## src/rtl/race_timer_if.sv

```systemverilog
// race_timer_if: groups the race_timer control pulses and display outputs.
//   i_tick    10 Hz one-cycle tick from the divider
//   i_start   begin countdown request
//   i_finish  player completed the text
//   i_abort   return to IDLE from any state
//   o_state   00 IDLE, 01 COUNTDOWN, 10 RUN, 11 DONE
//   o_cd_digit countdown seconds remaining (0 outside COUNTDOWN)
//   o_go      one-cycle pulse on entry to RUN
//   o_min_tens/o_min_ones/o_sec_tens/o_sec_ones/o_tenths  BCD elapsed time
//   o_sat     elapsed time saturated at 99:59.9
interface race_timer_if;
    logic       i_tick;
    logic       i_start;
    logic       i_finish;
    logic       i_abort;
    logic [1:0] o_state;
    logic [3:0] o_cd_digit;
    logic       o_go;
    logic [3:0] o_min_tens;
    logic [3:0] o_min_ones;
    logic [3:0] o_sec_tens;
    logic [3:0] o_sec_ones;
    logic [3:0] o_tenths;
    logic       o_sat;

    modport master (
        output i_tick, i_start, i_finish, i_abort,
        input  o_state, o_cd_digit, o_go, o_min_tens, o_min_ones,
               o_sec_tens, o_sec_ones, o_tenths, o_sat
    );

    modport slave (
        input  i_tick, i_start, i_finish, i_abort,
        output o_state, o_cd_digit, o_go, o_min_tens, o_min_ones,
               o_sec_tens, o_sec_ones, o_tenths, o_sat
    );
endinterface

```

## src/rtl/race_timer.sv

```systemverilog
// race_timer: race start countdown followed by BCD mm:ss.t elapsed-time clock.
// Ports:
//   i_clk  system clock (same as the tick divider)
//   i_rst  asynchronous active-high reset
//   bus    race_timer_if.slave (tick/start/finish/abort in; state, countdown,
//          go pulse, BCD time digits and saturation flag out)
// All outputs are registered.
//
// state     | meaning
// ----------+----------------------------------------------------------
// S_IDLE    | waiting for start, time held at 0
// S_CD      | counting down COUNTDOWN_SEC seconds, 10 ticks per second
// S_RUN     | counting elapsed time, one tenth per tick
// S_DONE    | finished or saturated, time held until start/abort
module race_timer #(
    parameter int COUNTDOWN_SEC = 3
) (
    input  logic          i_clk,
    input  logic          i_rst,
    race_timer_if.slave   bus
);

    typedef enum logic [1:0] {
        S_IDLE = 2'b00,
        S_CD   = 2'b01,
        S_RUN  = 2'b10,
        S_DONE = 2'b11
    } state_t;

    localparam logic [3:0] CD_INIT = 4'(COUNTDOWN_SEC);

    state_t     r_state, w_state;
    logic [3:0] r_sub, w_sub;
    logic [3:0] r_cd, w_cd;
    logic       r_go, w_go;
    logic [3:0] r_mt, w_mt;
    logic [3:0] r_mo, w_mo;
    logic [3:0] r_st, w_st;
    logic [3:0] r_so, w_so;
    logic [3:0] r_t, w_t;
    logic       r_sat, w_sat;
    logic       w_at_max;

    assign w_at_max = (r_mt == 4'd9) && (r_mo == 4'd9) && (r_st == 4'd5) &&
                      (r_so == 4'd9) && (r_t == 4'd9);

    always_ff @(posedge i_clk or posedge i_rst) begin
        if (i_rst) begin
            r_state <= S_IDLE;
            r_sub   <= 4'd0;
            r_cd    <= 4'd0;
            r_go    <= 1'b0;
            r_mt    <= 4'd0;
            r_mo    <= 4'd0;
            r_st    <= 4'd0;
            r_so    <= 4'd0;
            r_t     <= 4'd0;
            r_sat   <= 1'b0;
        end else begin
            r_state <= w_state;
            r_sub   <= w_sub;
            r_cd    <= w_cd;
            r_go    <= w_go;
            r_mt    <= w_mt;
            r_mo    <= w_mo;
            r_st    <= w_st;
            r_so    <= w_so;
            r_t     <= w_t;
            r_sat   <= w_sat;
        end
    end

    always_comb begin
        w_state = r_state;
        w_sub   = r_sub;
        w_cd    = r_cd;
        w_go    = 1'b0;
        w_mt    = r_mt;
        w_mo    = r_mo;
        w_st    = r_st;
        w_so    = r_so;
        w_t     = r_t;
        w_sat   = r_sat;

        if (bus.i_abort) begin
            w_state = S_IDLE;
            w_sub   = 4'd0;
            w_cd    = 4'd0;
            w_mt    = 4'd0;
            w_mo    = 4'd0;
            w_st    = 4'd0;
            w_so    = 4'd0;
            w_t     = 4'd0;
            w_sat   = 1'b0;
        end else begin
            case (r_state)
                S_IDLE: begin
                    if (bus.i_start) begin
                        w_state = S_CD;
                        w_cd    = CD_INIT;
                        w_sub   = 4'd0;
                    end
                end
                S_CD: begin
                    if (bus.i_tick) begin
                        if (r_sub == 4'd9) begin
                            w_sub = 4'd0;
                            if (r_cd == 4'd1) begin
                                w_state = S_RUN;
                                w_cd    = 4'd0;
                                w_go    = 1'b1;
                            end else begin
                                w_cd = r_cd - 4'd1;
                            end
                        end else begin
                            w_sub = r_sub + 4'd1;
                        end
                    end
                end
                S_RUN: begin
                    // finish outranks a coincident tick: the time is frozen as-is
                    if (bus.i_finish) begin
                        w_state = S_DONE;
                    end else if (bus.i_tick) begin
                        if (w_at_max) begin
                            w_sat   = 1'b1;
                            w_state = S_DONE;
                        end else if (r_t != 4'd9) begin
                            w_t = r_t + 4'd1;
                        end else begin
                            w_t = 4'd0;
                            if (r_so != 4'd9) begin
                                w_so = r_so + 4'd1;
                            end else begin
                                w_so = 4'd0;
                                if (r_st != 4'd5) begin
                                    w_st = r_st + 4'd1;
                                end else begin
                                    w_st = 4'd0;
                                    if (r_mo != 4'd9) begin
                                        w_mo = r_mo + 4'd1;
                                    end else begin
                                        // min_tens cannot pass 9: 99:59.9 is caught above
                                        w_mo = 4'd0;
                                        w_mt = r_mt + 4'd1;
                                    end
                                end
                            end
                        end
                    end
                end
                S_DONE: begin
                    if (bus.i_start) begin
                        w_state = S_CD;
                        w_cd    = CD_INIT;
                        w_sub   = 4'd0;
                        w_mt    = 4'd0;
                        w_mo    = 4'd0;
                        w_st    = 4'd0;
                        w_so    = 4'd0;
                        w_t     = 4'd0;
                        w_sat   = 1'b0;
                    end
                end
                default: w_state = S_IDLE;
            endcase
        end
    end

    assign bus.o_state    = r_state;
    assign bus.o_cd_digit = r_cd;
    assign bus.o_go       = r_go;
    assign bus.o_min_tens = r_mt;
    assign bus.o_min_ones = r_mo;
    assign bus.o_sec_tens = r_st;
    assign bus.o_sec_ones = r_so;
    assign bus.o_tenths   = r_t;
    assign bus.o_sat      = r_sat;

endmodule

```

## src/flat_wrapper.sv

```systemverilog
// flat-port wrapper written by rule: the top's interface ports become plain ports
module race_timer_flat 
#(
    parameter int COUNTDOWN_SEC = 3
)
  (i_clk, i_rst, bus_i_tick, bus_i_start, bus_i_finish, bus_i_abort, bus_o_state, bus_o_cd_digit, bus_o_go, bus_o_min_tens, bus_o_min_ones, bus_o_sec_tens, bus_o_sec_ones, bus_o_tenths, bus_o_sat);
  race_timer_if bus_i ();
  input  logic i_clk;
  input  logic i_rst;
  input wire logic [$bits(bus_i.i_tick)-1:0] bus_i_tick;
  input wire logic [$bits(bus_i.i_start)-1:0] bus_i_start;
  input wire logic [$bits(bus_i.i_finish)-1:0] bus_i_finish;
  input wire logic [$bits(bus_i.i_abort)-1:0] bus_i_abort;
  output wire logic [$bits(bus_i.o_state)-1:0] bus_o_state;
  output wire logic [$bits(bus_i.o_cd_digit)-1:0] bus_o_cd_digit;
  output wire logic [$bits(bus_i.o_go)-1:0] bus_o_go;
  output wire logic [$bits(bus_i.o_min_tens)-1:0] bus_o_min_tens;
  output wire logic [$bits(bus_i.o_min_ones)-1:0] bus_o_min_ones;
  output wire logic [$bits(bus_i.o_sec_tens)-1:0] bus_o_sec_tens;
  output wire logic [$bits(bus_i.o_sec_ones)-1:0] bus_o_sec_ones;
  output wire logic [$bits(bus_i.o_tenths)-1:0] bus_o_tenths;
  output wire logic [$bits(bus_i.o_sat)-1:0] bus_o_sat;
  assign bus_i.i_tick = bus_i_tick;
  assign bus_i.i_start = bus_i_start;
  assign bus_i.i_finish = bus_i_finish;
  assign bus_i.i_abort = bus_i_abort;
  assign bus_o_state = bus_i.o_state;
  assign bus_o_cd_digit = bus_i.o_cd_digit;
  assign bus_o_go = bus_i.o_go;
  assign bus_o_min_tens = bus_i.o_min_tens;
  assign bus_o_min_ones = bus_i.o_min_ones;
  assign bus_o_sec_tens = bus_i.o_sec_tens;
  assign bus_o_sec_ones = bus_i.o_sec_ones;
  assign bus_o_tenths = bus_i.o_tenths;
  assign bus_o_sat = bus_i.o_sat;
  race_timer #(.COUNTDOWN_SEC(COUNTDOWN_SEC)) u_core (.i_clk(i_clk), .i_rst(i_rst), .bus(bus_i));
endmodule
```

## config.mk

```make
export PLATFORM = sky130hd
export DESIGN_NAME = race_timer_flat
export DESIGN_NICKNAME = d
export VERILOG_FILES = /design/src/rtl/race_timer_if.sv /design/src/rtl/race_timer.sv /design/src/flat_wrapper.sv
export SDC_FILE = /design/constraint.sdc
export NUM_CORES = 1
export LEC_CHECK = 0
export BUFFER_PORTS_ARGS = -buffer_cell sky130_fd_sc_hd__buf_2
export CAP_MARGIN = 25
export CORE_MARGIN = 2
export CORE_UTILIZATION = 25
export DETAILED_ROUTE_END_ITERATION = 6
export GPL_TIMING_DRIVEN = 0
export PLACE_DENSITY_LB_ADDON = 0.12
export SYNTH_ARGS = -nofsm -noshare
export SYNTH_HDL_FRONTEND = slang
export SYNTH_SLANG_ARGS = --single-unit
```

## constraint.sdc

```tcl
create_clock -name i_clk -period 3.3 [get_ports i_clk]
set_clock_uncertainty 0.1 [all_clocks]
set_input_delay 0.165 -clock i_clk [delete_from_list [all_inputs] [get_ports i_clk]]
set_output_delay 0.165 -clock i_clk [all_outputs]
set_load 0.05 [all_outputs]
```

==> results.md, run 1 <==
- Post-synth cell types: 56
- Drt initial violations: 100
- Die H: 95.8 µm
- Final Cell Area: 0.00250 mm²
- Synth warn: 0
- Peak VDD IR: roughly 0.23 mV
- Max-cap violation count: 0
- Fraction of layout cells with a size suffix above 1: between 20% and 30%
- Fin nets: 279
- Post-synth top area cell: dfrtp_1
- Max-slew violations: 0
- H-tree Lvls: 2
- Vias in the first global route: between 1500 and 2000
- Largest net degree at the start of global routing: 33
- Vias per Instance: 4.84
- Sink Count: 32
- Pwr Density: 789 mW/mm²
- Post-DP HPWL: about 3.7 mm
- Worst-Skew Late Latency: roughly 0.29 ns
- Final WL: 5.09 mm
- GPL Wtd Cong: roughly 0.68
- Drt first pass iters: 4
- Endpoint class of the critical path: register
- Final WS setup: 0.864 ns
- Worst slew pin tran: between 0.7 and 0.8 ns
- Min cycle time layout: between 2 and 2.5 ns
- Slew headroom: 50.5%
- WP data arrival: between 2 and 3 ns
- Final Hold Slack: around 0.085 ns
- Ant. Diodes: 0
- Post-CTS setup buffer count: 0
- Placed inst area: 0.00240 mm²
- Netlist Area Pre-Place: 0.00211 mm²
- Via Count: 1746
- Setup crit start kind: register
- Area growth from synthesis to layout: 18.8%
- Synthesized instance count: 214
- Hold WC Path Type: in -> reg
- WL per Instance: about 14 µm
- Pre-CTS worst setup slack: 0.851 ns
- # IOs: 34
- Most frequent cells in the layout: buf_2, dfrtp_1, ha_1
- Filler instances: 893
- Reg-to-reg slack, setup: 0.86 ns
- Max frequency: 411 MHz
- Post-DRT Antenna Nets: 0
- Ys flop type: dfrtp_1
- Number of port buffers: 33
- Final setup viols: 0
- Fin. Hold Viols: 0
- Area contributors post-synth: dfrtp_1, ha_1, o21ai_0, inv_1, nand2_1
- Synth top area share: 38.0%
- Tcrit/Tclk final: 73.8%
- CTS root buffer: clkbuf_8
- Reg area: about 800 µm²
- #FFs+latches synth: 32
- Net Count, Synth: 238
- Initial core utilization: 25.8%
- CTS tree: done
- Static leakage: between 1 and 1.5 nW
- CP max FO: 7
- Tot GR Track Use: 12.2%
- Die W: 95.8 µm
- Initial antenna violation count: 0
- Async S/R FF share, synth: 100%
- Clk buf depth: 2
- Core area: 0.00818 mm²
- TritonCTS Buffers: 5
- Required time worst endpoint: 3.38 ns
- Seq/Total Area, Yosys: 38.0%
- Setup TNS: 0 ns
- Multi-input gate area: between 0.001 and 0.0015 mm²
- First-pass GRT wire length: ~8.4 mm
- DRC Markers: 0
- Most common cell after layout, fill and taps aside: buf_2
- Placement row count: 33
- Grt ovf: 0
- Post-synth EDFFs: 0
- Critical path class: reg -> reg
- Total Die Area: slightly above 0.009 mm²
- Reg clk slew, reported paths: approximately 0.060 ns
- Status: finished clean
- Unrepaired setup endpoints after global routing: no
- Mapped Avg Cell Area: 9.85 µm²
[worst max-delay path, stage by stage (launching register included)]
cell	delay [ns]
dfrtp_1	0.42
inv_1	0.18
ha_1	0.23
mux2_2	0.34
a21oi_1	0.41
nor2_1	0.23
and4b_1	0.26
a21o_1	0.15
[cell usage after synthesis (all sizes together), types with 4 or more instances]
cell type  instances
a21o               4
a21oi             10
and3b              4
dfrtp             32
ha                18
inv               16
mux2               5
nand2             15
nand2b             4
nand3              5
nand3b             4
nor2              15
nor3               5
nor3b              5
o21ai             16
o31ai              4
[per-layer routing]
metal  track usage, %  wire length, µm  up-vias
li1                 -                -      872
met1             16.7             2580      839
met2             18.6             2260       28
met3             2.66              166        7
met4             5.00               94        0
met5                0                0        -
[logic make-up (layout without fill, tap and decap cells)]
logic type                 count (synthesis)  after routing  synth area share (%)
AOI/OAI and AO/OA                         59             59                  20.8
adders and majority gates                 18             18                  10.7
buffers and inverters                     21             63                  4.16
DFF                                       32             32                  38.0
muxes                                      8              8                  4.45
and+or+nand+nor                           76             76                  21.9
[worst paths after layout]
kind,start,end,cells after the start
worst max-delay path,u_core.bus.o_state[1]$_DFFE_PP0P_,u_core.bus.o_cd_digit[3]$_DFFE_PP0P_,7
worst min-delay path,bus_i_tick,u_core.bus.o_go$_DFF_PP0_,3
worst max register to register,u_core.bus.o_state[1]$_DFFE_PP0P_,u_core.bus.o_cd_digit[3]$_DFFE_PP0P_,7
worst min register to register,u_core.r_sub[3]$_DFFE_PP0P_,u_core.r_sub[3]$_DFFE_PP0P_,1
max in group asynchronous,i_rst,u_core.bus.o_cd_digit[0]$_DFFE_PP0P_,3
min in group asynchronous,i_rst,u_core.bus.o_tenths[2]$_DFFE_PP0P_,3
[cell type report]
cell class / instances / share of cell area, %
Multi-Input combinational cell: 161 / 48.7
Sequential cell: 32 / 32.0
Timing Repair Buffer: 34 / 7.00
Tap cell: 105 / 5.25
Clock buffer: 8 / 3.60
Inverter: 16 / 2.40
Buffer: 5 / 1.10
[registers in the layout, indices dropped and copies added, names as in the netlist]
| name | flops |
|---|---|
| u_core.bus.o_tenths | 4 |
| u_core.bus.o_state | 2 |
| u_core.bus.o_cd_digit | 4 |
| u_core.bus.o_sat | 1 |
| u_core.bus.o_sec_ones | 4 |
| u_core.bus.o_sec_tens | 4 |
| u_core.bus.o_go | 1 |
| u_core.r_sub | 4 |
| u_core.bus.o_min_tens | 4 |
| u_core.bus.o_min_ones | 4 |
[power breakdown]
group	total (mW)	switching (mW)	leakage, nW	internal (mW)
clock network	0.326	0.155	0.0455	0.170
registers	0.617	0.126	0.433	0.491
logic	1.03	0.701	0.789	0.332
total	1.98	0.982	1.27	0.993
[stage by stage]
step           instances  util (%)  power, mW
2_1_floorplan        214         -       1.43
3_3_place_gp         352      29.4       1.67
3_5_place_dp         352      29.4       1.67
4_1_cts              361      30.6       2.01
5_1_grt              361      30.6       2.15
6_report             361      30.6       1.98
[what timing repair did]
| action | in CTS | in global routing |
|---|---|---|
| hold buffers | 1 | 0 |
| resized for setup | 0 | 0 |
| endpoints found under the hold margin | 32 | 0 |
(Power assumes the default switching activity.)
==> inputs of run 2 (changes only) <==
--- a/config.mk
+++ b/config.mk
@@ -5,6 +5,7 @@
 export SDC_FILE = /design/constraint.sdc
 export NUM_CORES = 1
 export LEC_CHECK = 0
+export ABC_AREA = 1
 export BUFFER_PORTS_ARGS = -buffer_cell sky130_fd_sc_hd__buf_2
 export CAP_MARGIN = 25
 export CORE_MARGIN = 2
==> constraint.sdc (replaced) <==
create_clock -name i_clk -period 2.15 [get_ports i_clk]
set_clock_uncertainty 0.1 [all_clocks]
set_input_delay 0.1075 -clock i_clk [delete_from_list [all_inputs] [get_ports i_clk]]
set_output_delay 0.1075 -clock i_clk [all_outputs]
set_load 0.05 [all_outputs]
==> run 2 against run 1 <==
Effect of this change:
- global-route usage fell by 0.25 points
- routed wire length down 0.55%
- sequential power up 64%
- clock power up 39%
- combinational power increased by 74%
- synthesized area up 1.0%
- critical path depth increased by 2
- synthesized cell count rose by 28%
- cell count grew 17%
- critical path type unchanged
- non-clock buffer count is the same
- clock-buffer cell count shrank 2
- total power rose by 65%
==> results.md, run 2 <==
- Min cycle time layout: 1.92 ns (was 2.44 ns)
- Reg-to-reg slack, setup: 0.23 ns (was 0.86 ns)
- Area growth from synthesis to layout: 19.3% (was 18.8%)
- Unrepaired setup endpoints after global routing: no (unchanged)
- Grt ovf: 0 (unchanged)
- Tot Pwr: 3.25 mW (was 1.98 mW)
- Vias per Instance: 4.27 (was 4.84)
- Worst-Skew Late Latency: 0.28 ns (was 0.29 ns)
- DRC Markers: 0 (unchanged)
- Static leakage: 1.30 nW (was 1.27 nW)
- Sink Count: 32 (unchanged)
- Pre-CTS worst setup slack: 0.178 ns (was 0.851 ns)
- Fin. Hold Viols: 0 (unchanged)
- Post-synth top area cell: dfrtp_1 (unchanged)
- Synth warn: 0 (unchanged)
- Setup crit start kind: register (unchanged)
- Drt initial violations: 65 (was 100)
- Status: finished clean (unchanged)
- GPL Wtd Cong: 0.736 (was 0.681)
- Dpl cells: 411 (was 352)
- WP data arrival: 2.01 ns (was 2.51 ns)
- Die H: 96.3 µm (was 95.8 µm)
- TritonCTS Buffers: 5 (unchanged)
- Initial core utilization: 25.9% (was 25.8%)
- Max-slew violations: 0 (unchanged)
- Die W: 96.3 µm (was 95.8 µm)
- Ant. Diodes: 0 (unchanged)
- Net Count, Synth: 298 (was 238)
- Drt first pass iters: 4 (unchanged)
- Finished Layout Cells: 422 (was 361)
- First-pass GRT wire length: 8.49 mm (was 8.45 mm)
- Critical path class: reg -> reg (unchanged)
- Largest net degree at the start of global routing: 33 (unchanged)
- Tcrit/Tclk final: 89.2% (was 73.8%)
- WL per Instance: 12.0 µm (was 14.1 µm)
- Final WS setup: 0.232 ns (was 0.864 ns)
- Post-synth cell types: 31 (was 56)
- Fin util: 30.9% (was 30.6%)
- Netlist Area Pre-Place: 0.00213 mm² (was 0.00211 mm²)
- Core area: 0.00822 mm² (was 0.00818 mm²)
- Via Count: 1804 (was 1746)
- CTS tree: done (unchanged)
- Peak VDD IR: 0.444 mV (was 0.232 mV)
- Synth top area share: 37.6% (was 38.0%)
- Placement row count: 33 (unchanged)
- Fraction of layout cells with a size suffix above 1: 20.5% (was 25.0%)
- Max-cap violation count: 0 (unchanged)
- Count leader, synth: nand2_1 (was dfrtp_1)
- Async S/R FF share, synth: 100% (unchanged)
- Pwr Density: 1280 mW/mm² (was 789 mW/mm²)
- Max frequency: 521 MHz (was 411 MHz)
- Final setup viols: 0 (unchanged)
- Ys flop type: dfrtp_1 (unchanged)
- Most frequent cells in the layout: nand2_1, inv_1, buf_2 (was buf_2, dfrtp_1, ha_1)
- Area contributors post-synth: dfrtp_1, nand2_1, ha_1, inv_1, nor2_1 (was dfrtp_1, ha_1, o21ai_0, inv_1, nand2_1)
- Reg clk slew, reported paths: 0.07 ns (was 0.06 ns)
- Fin nets: 341 (was 279)
- Post-DRT Antenna Nets: 0 (unchanged)
- CTS root buffer: clkbuf_8 (unchanged)
- H-tree Lvls: 2 (unchanged)
- Required time worst endpoint: 2.24 ns (was 3.38 ns)
- Initial antenna violation count: 0 (unchanged)
- Total Die Area: 0.00927 mm² (was 0.00918 mm²)
- Final WL: 5.07 mm (was 5.09 mm)
- Tot GR Track Use: 11.9% (was 12.2%)
- Synth cell count leaders: nand2_1, inv_1, dfrtp_1, nor2_1, nand3_1 (was dfrtp_1, ha_1, inv_1)
- #FFs+latches synth: 32 (unchanged)
- # IOs: 34 (unchanged)
- Post-synth EDFFs: 0 (unchanged)
- CP max FO: 6 (was 7)
- Slew headroom: 51.5% (was 50.5%)
- Setup TNS: 0 ns (unchanged)
- Most common cell after layout, fill and taps aside: nand2_1 (was buf_2)
- Clk buf depth: 2 (unchanged)
- Vias in the first global route: 1724 (was 1643)
- Number of port buffers: 32 (was 33)
- Mapped Avg Cell Area: 7.77 µm² (was 9.85 µm²)
- Post-DP HPWL: 3.65 mm (was 3.68 mm)
- Seq/Total Area, Yosys: 37.6% (was 38.0%)
- Hold WC Path Type: in -> reg (unchanged)
- Worst slew pin tran: 0.727 ns (was 0.741 ns)
- Synthesized instance count: 274 (was 214)
- Endpoint class of the critical path: register (unchanged)
run 2: changes by cell type after synthesis, moves of 4 or more:
cell      previous run  this run
inv_1               16        35
nor2_1              15        29
nor3b_1              5         1
nor2_2               0         4
a21oi_1              8         2
a21o_1               4         0
nand2b_1             4         0
and3b_1              4         0
nand2_1             15        70
nand4_1              1        13
o21ai_0             15         6
o21ai_1              0         9
xor2_1               0         5
nand3_1              5        19
run 2: path summary, 6_finish.rpt:
path,depth (start not counted),to,from
worst min-delay path,4,u_core.bus.o_tenths[2]$_DFFE_PP0P_,bus_i_abort
max in group asynchronous,3,u_core.bus.o_state[0]$_DFFE_PP0P_,i_rst
min in group asynchronous,3,u_core.bus.o_sec_ones[3]$_DFFE_PP0P_,i_rst
worst max register to register,9,u_core.r_sub[1]$_DFFE_PP0P_,u_core.bus.o_state[0]$_DFFE_PP0P_
worst min register to register,2,u_core.bus.o_sat$_DFFE_PP0P_,u_core.bus.o_sat$_DFFE_PP0P_
worst max-delay path,9,u_core.r_sub[1]$_DFFE_PP0P_,u_core.bus.o_state[0]$_DFFE_PP0P_
run 2: report_power, final:
| part | internal [mW] | total, mW | switching [mW] | leakage (nW) |
|---|---|---|---|---|
| sequential | 0.778 | 1.01 | 0.236 | 0.425 |
| clock | 0.220 | 0.452 | 0.232 | 0.0410 |
| combinational | 0.536 | 1.79 | 1.25 | 0.838 |
run 2: worst max-delay path, stage by stage (launching register included):
cell and delay, ns:
dfrtp_2 0.42, inv_1 0.06, ha_1 0.37, nor2_4 0.15, inv_1 0.11, o211ai_4 0.28
buf_4 0.16, buf_4 0.09, nand2_1 0.04, o31ai_1 0.06
run 2: metal layers:
layer	GRT usage, %	vias to the layer above	wire [µm]
li1	-	966	-
met1	16.8	808	2630
met2	18.0	25	2190
met3	2.66	5	189
met4	3.93	0	63
met5	0	-	0
run 2: metrics by stage:
stage	cell area [µm²]	hold slack [ns]
global route	2540	0.0987
finish	2540	0.0863
CTS	2520	0.0721
detailed placement	2420	0.201
floorplan	2130	0.124
global placement	2420	0.299
run 2: layout make-up:
type	instances	area, µm²
sequential	32	802
clock buffer	6	72.6
clock inverter	1	5.00
multi-input combinational	202	1160
timing repair buffer	36	195
inverter	37	139
tap	105	131
fill	915	5680
buffer	3	30.0
run 2: cell families after synthesis:
family,share of synthesized area [%]
AND/OR/NAND/NOR,32.2
buffers and inverters,7.94
flip-flops,37.6
AO/OA/AOI/OAI,8.35
adder cells (fa/ha/maj),10.6
XOR/XNOR,3.29
run 2: repair_timing:
| action | 4_1_cts | 5_1_grt |
|---|---|---|
| hold endpoints to repair | 33 | 0 |
| hold buffers | 2 | 0 |
| gates resized for setup | 0 | 2 |
| endpoints found under the setup margin | 0 | 5 |
| buffers inserted | 0 | 2 |
